### src/rtl/data_mem_arbiter.sv
// data_mem_arbiter: shares one single-port data memory between the CPU load/store path and a DMA burst port
// Ports: clk/rst_n (async active-low); cpu_* single-word requester with combinational cpu_gnt and
// registered cpu_rvalid/cpu_rdata; dma_* burst sequencer (start/dir/base/len/wdata in, wready/rvalid/
// rdata/busy/done out); mem_* drive the memory address, write data, write enable and read enable.
module data_mem_arbiter #(
  parameter int ADDR_W = 16,
  parameter int DATA_W = 16,
  parameter int LEN_W = 4,
  parameter int STARVE_LIMIT = 4
) (
  input  logic              clk,
  input  logic              rst_n,
  input  logic              cpu_req,
  input  logic              cpu_we,
  input  logic [ADDR_W-1:0] cpu_addr,
  input  logic [DATA_W-1:0] cpu_wdata,
  output logic              cpu_gnt,
  output logic              cpu_rvalid,
  output logic [DATA_W-1:0] cpu_rdata,
  input  logic              dma_start,
  input  logic              dma_dir,
  input  logic [ADDR_W-1:0] dma_base,
  input  logic [LEN_W-1:0]  dma_len,
  input  logic [DATA_W-1:0] dma_wdata,
  output logic              dma_wready,
  output logic              dma_rvalid,
  output logic [DATA_W-1:0] dma_rdata,
  output logic              dma_busy,
  output logic              dma_done,
  output logic [ADDR_W-1:0] mem_access_addr,
  output logic [DATA_W-1:0] mem_write_data,
  output logic              mem_write_en,
  output logic              mem_read,
  input  logic [DATA_W-1:0] mem_read_data
);
  localparam logic [0:0] IDLE = 1'b0;
  localparam logic [0:0] BURST = 1'b1;
  localparam int SW = $clog2(STARVE_LIMIT + 1);
  localparam logic [SW-1:0] LIM = SW'(STARVE_LIMIT);
  logic [0:0] state;
  logic dir;
  logic [ADDR_W-1:0] base;
  logic [LEN_W-1:0] len, idx;
  logic [SW-1:0] starve;
  logic cpu_win, dma_win;
  // rst_n gating keeps every combinational output at 0 while reset is held
  assign cpu_win = rst_n && cpu_req && (state == IDLE || starve < LIM);
  assign dma_win = rst_n && state == BURST && !cpu_win;
  assign cpu_gnt = cpu_win;
  assign dma_wready = dma_win && dir;
  assign dma_busy = state[0];
  always_comb begin
    mem_access_addr = cpu_win ? cpu_addr : dma_win ? base + ADDR_W'(idx) : '0;
    mem_write_data = cpu_win ? cpu_wdata : dma_win ? dma_wdata : '0;
    mem_write_en = cpu_win ? cpu_we : dma_win && dir;
    mem_read = cpu_win ? !cpu_we : dma_win && !dir;
  end
  always_ff @(posedge clk or negedge rst_n) begin
    if (!rst_n) begin
      state <= IDLE;
      dir <= 1'b0;
      base <= '0;
      len <= '0;
      idx <= '0;
      starve <= '0;
      cpu_rvalid <= 1'b0;
      cpu_rdata <= '0;
      dma_rvalid <= 1'b0;
      dma_rdata <= '0;
      dma_done <= 1'b0;
    end else begin
      cpu_rvalid <= cpu_win && !cpu_we;
      if (cpu_win && !cpu_we) cpu_rdata <= mem_read_data;
      dma_rvalid <= dma_win && !dir;
      if (dma_win && !dir) dma_rdata <= mem_read_data;
      dma_done <= dma_win && idx == len;
      if (state == IDLE) begin
        if (dma_start) begin
          state <= BURST;
          dir <= dma_dir;
          base <= dma_base;
          len <= dma_len;
          idx <= '0;
          starve <= '0;
        end
      end else if (cpu_win) begin
        starve <= starve + 1'b1;
      end else begin
        starve <= '0;
        idx <= idx + 1'b1;
        if (idx == len) state <= IDLE;
      end
    end
  end
endmodule

### config.mk
export PLATFORM = sky130hd
export DESIGN_NAME = data_mem_arbiter
export DESIGN_NICKNAME = d
export VERILOG_FILES = /design/src/rtl/data_mem_arbiter.sv
export SDC_FILE = /design/constraint.sdc
export NUM_CORES = 1
export LEC_CHECK = 0
export ABC_AREA = 1
export ABC_CLOCK_PERIOD_IN_PS = 2900
export CORE_MARGIN = 2
export CORE_UTILIZATION = 38
export DETAILED_ROUTE_END_ITERATION = 6
export PLACE_DENSITY = 0.76
export SYNTH_ARGS = -nofsm -noshare
export SYNTH_HDL_FRONTEND = slang
export SYNTH_SLANG_ARGS = --single-unit
### constraint.sdc
create_clock -name clk -period 2.9 [get_ports clk]
set_input_delay 0.29 -clock clk [delete_from_list [all_inputs] [get_ports clk]]
set_output_delay 0.29 -clock clk [all_outputs]
set_load 0.02 [all_outputs]
==> load_flow_metrics.sql <==
INSERT INTO impl_metrics (metric_group, metric, value, unit) VALUES
('outcome', 'outcome', 'completed', ''),
('floorplan', 'die_outline_height', '97.3', 'microns'),
('clock_network', 'cts_post_setup_buffers_inserted', '0', ''),
('timing', 'timing.fmax', '0.361', 'GHz'),
('detailed_routing', 'routed-via-count', '3378', ''),
('place', 'gpl.final_weighted_congestion', '0.922', ''),
('grt', 'grt_usage', '20.9', '%'),
('timing', 'rsz_0062_raised_after_global_routing', 'false', ''),
('clock_network', 'clock_sink_count', '64', ''),
('floorplan', 'floorplan_die_area', '0.00946', 'sq mm'),
('timing', 'finalMaxSlewViolations', '0', ''),
('clock_network', 'cts-buffers-inserted', '9', ''),
('final_layout', 'post_route_cells_drive_above_1_share', '6.26', '%'),
('hold_path', 'worst_hold_path_type', 'in -> async', ''),
('timing', 'setup_failing_eps_final', '0', ''),
('timing', 'max_slew_margin', '53.0', '%'),
('grt', 'wire_length_of_the_first_global_routing_pass', '16.1', 'mm'),
('logic_synthesis', 'synth.ff_latch_count', '64', ''),
('setup_path', 'crit_fanout', '25', ''),
('logic_synthesis', 'syn-instance-count', '418', ''),
('logic_synthesis', 'yosys.area.top_type_share', '48.4', '%'),
('setup_path', 'critical_path.startpoint_type', 'input port', ''),
('grt', 'number_of_antenna_violations_at_the_first_check_in_global_routing', '0', ''),
('final_layout', 'design.final.nets', '683', ''),
('clock_network', 'tritoncts', 'built', ''),
('pwr', 'power-per-cell-area', '792', 'mW/mm^2'),
('setup_path', 'worst-endpoint-arrival', '2.48', 'ns'),
('floorplan', 'chipWidth', '97.3', 'microns'),
('logic_synthesis', 'yosys_synthesis_warning_count', '0', ''),
('logic_synthesis', 'netlist_area', '0.00331', 'sq mm'),
('clock_network', 'maximum_buffer_depth_of_the_clock_tree', '2', ''),
('floorplan', 'io_pins', '162', ''),
('detailed_routing', 'number_of_drc_violations_after_detailed_routing', '0', ''),
('floorplan', 'floorplan.core_area', '0.00859', 'sq mm'),
('final_layout', 'areaGrowthSynthToFinish', '59.3', '%'),
('final_layout', 'design_area', '0.00527', 'sq mm'),
('timing', 'max_slew.worst_pin.slew', '0.705', 'ns'),
('clock_network', 'root_buffer', 'sky130_fd_sc_hd__clkbuf_8', ''),
('timing', 'timing.hold.ws', '0.359', 'ns'),
('logic_synthesis', 'synth_largest_area_cell', 'sky130_fd_sc_hd__dfrtp_1', ''),
('grt', 'residual_overflow_from_global_routing', '0', ''),
('logic_synthesis', 'dominant_combinational_cell_family_by_area_after_synthesis', 'simple AND/OR/NAND/NOR gates', ''),
('detailed_routing', 'avgViaCountPerCell', '4.83', ''),
('logic_synthesis', 'post_synth_num_cell_types', '27', ''),
('setup_path', 'critPathKind', 'in -> out', ''),
('detailed_routing', 'initialDrtViolationCount', '190', ''),
('floorplan', 'fp-row-count', '34', ''),
('timing', 'fin_crit_sh', '95.4', '%'),
('logic_synthesis', 'synth.yosys.seq_area_share', '48.4', '%'),
('detailed_routing', 'route.final.wire_length', '9.86', 'mm'),
('logic_synthesis', 'post_synth_mux_area_share', '0', '%'),
('pwr', 'fin_total_pwr', '4.17', 'mW'),
('place', 'dpl-instance-area', '0.00504', 'sq mm'),
('logic_synthesis', 'synth-compound-area-share', '14.4', '%'),
('setup_path', 'timing.critical_path.to_type', 'output port', ''),
('timing', 'timing.final.crit_period', '2.77', 'ns'),
('timing', 'timing.setup.tns', '0', 'ns'),
('setup_path', 'crit_chain', 'dlygate4sd3_1 > buf_2 > nand2_1 > a21oi_4 > buf_6 > a22o_1 > clkdlybuf4s50_1', ''),
('logic_synthesis', 'ys_top_cells_by_area', 'sky130_fd_sc_hd__dfrtp_1 48%, sky130_fd_sc_hd__nand2_1 17%, sky130_fd_sc_hd__o21ai_0 5.6%', ''),
('detailed_routing', 'detail_route.wl_per_cell', '14.1', 'microns'),
('place', 'place_hpwl', '7.53', 'mm'),
('setup_path', 'critical-path-slowest-cell', 'sky130_fd_sc_hd__clkdlybuf4s50_1', ''),
('timing', 'timing.clock.skew', '0.00753', 'ns'),
('grt', 'via_count_of_the_first_global_routing_pass', '3368', ''),
('logic_synthesis', 'adder_and_majority_cell_fraction_of_the_synthesized_area', '2.88', '%'),
('grt', 'grt_start_max_net_pins', '58', ''),
('logic_synthesis', 'post_synth.cell_area_avg', '7.91', 'sq um'),
('timing', 'finalHoldViolCount', '0', ''),
('logic_synthesis', 'syn_nets', '515', ''),
('detailed_routing', 'detail_route.first_pass.iterations', '4', ''),
('setup_path', 'timing.critical_path.buf_inv', '4', '');
==> metrics by stage <==
step,worst slack [ns],util (%),instances
floorplan,0.535,-,418
global placement,0.354,58.6,682
detailed placement,0.301,58.6,682
CTS,0.0223,60.7,699
global route,0.0189,61.3,699
finish,0.133,61.3,699
==> cell families after synthesis <==
group	Yosys count
AO/OA/AOI/OAI	78
XOR/XNOR	7
adder cells (fa/ha/maj)	7
buffers and inverters	59
flip-flops	64
AND/OR/NAND/NOR	203
==> cells in the mapped netlist <==
master / n
sky130_fd_sc_hd__o31ai_1: 2
sky130_fd_sc_hd__inv_1: 40
sky130_fd_sc_hd__nor2_2: 1
sky130_fd_sc_hd__buf_4: 1
sky130_fd_sc_hd__inv_2: 2
sky130_fd_sc_hd__clkbuf_1: 5
sky130_fd_sc_hd__fa_1: 1
sky130_fd_sc_hd__a32o_1: 1
sky130_fd_sc_hd__o21ai_0: 37
sky130_fd_sc_hd__o21ai_1: 17
sky130_fd_sc_hd__buf_2: 8
sky130_fd_sc_hd__a22o_1: 17
sky130_fd_sc_hd__nand2_2: 1
sky130_fd_sc_hd__a21oi_1: 3
sky130_fd_sc_hd__dfrtp_1: 64
sky130_fd_sc_hd__nand4_1: 2
sky130_fd_sc_hd__nand3_1: 26
sky130_fd_sc_hd__nor3_1: 1
sky130_fd_sc_hd__ha_1: 6
sky130_fd_sc_hd__nand2_1: 150
sky130_fd_sc_hd__nor2_4: 1
sky130_fd_sc_hd__or2_2: 1
sky130_fd_sc_hd__buf_6: 3
sky130_fd_sc_hd__a21oi_4: 1
sky130_fd_sc_hd__xor2_1: 2
sky130_fd_sc_hd__xnor2_1: 5
sky130_fd_sc_hd__nor2_1: 20
==> cell type report <==
class | count | area (sq um)
multi-input cells | 295 | 1470
flip-flops and latches | 64 | 1600
well taps | 108 | 135
clock inverters | 5 | 32.5
clock buffers | 11 | 141
fillers | 785 | 3330
repair buffers | 174 | 1730
inverters | 42 | 158
==> state kept, by name, indices dropped and copies added (netlist names) <==
register,count
idx,4
base,16
dma_rdata,16
cpu_rvalid,1
dma_rvalid,1
dma_done,1
len,4
cpu_rdata,16
dir,1
dma_busy,1
starve,3
==> report_power, final <==
group	leakage, nW	switching [mW]	internal [mW]
Combinational	1.66	1.07	0.948
Clock	0.0813	0.342	0.330
Sequential	0.797	0.266	1.22
==> path summary, 6_finish.rpt <==
kind | start | cells past startpoint | end
setup / recovery | rst_n | 7 | mem_write_data[11]
hold / removal | rst_n | 2 | starve[1]
setup reg to reg | dma_busy | 7 | dma_rdata[6]
hold reg to reg | dma_rdata[7] | 2 | dma_rdata[7]
max in group asynchronous | rst_n | 3 | dma_rdata[14]
min in group clk | dma_rdata[7] | 2 | dma_rdata[7]
==> repair_timing <==
| item | CTS | global route |
|---|---|---|
| hold endpoints to repair | 7 | 0 |
| hold buffers | 1 | 0 |
| setup endpoints to repair | 3 | 26 |
| gates cloned | 0 | 0 |
| gates resized for setup | 3 | 11 |
==> routing by layer <==
layer | track usage, % | part of all wire, %
met1 | 26.0 | 42
met2 | 33.3 | 47
met3 | 8.78 | 11
met4 | 5.98 | 1.3
met5 | 0 | 0
Power figures use the tool's default switching activity.
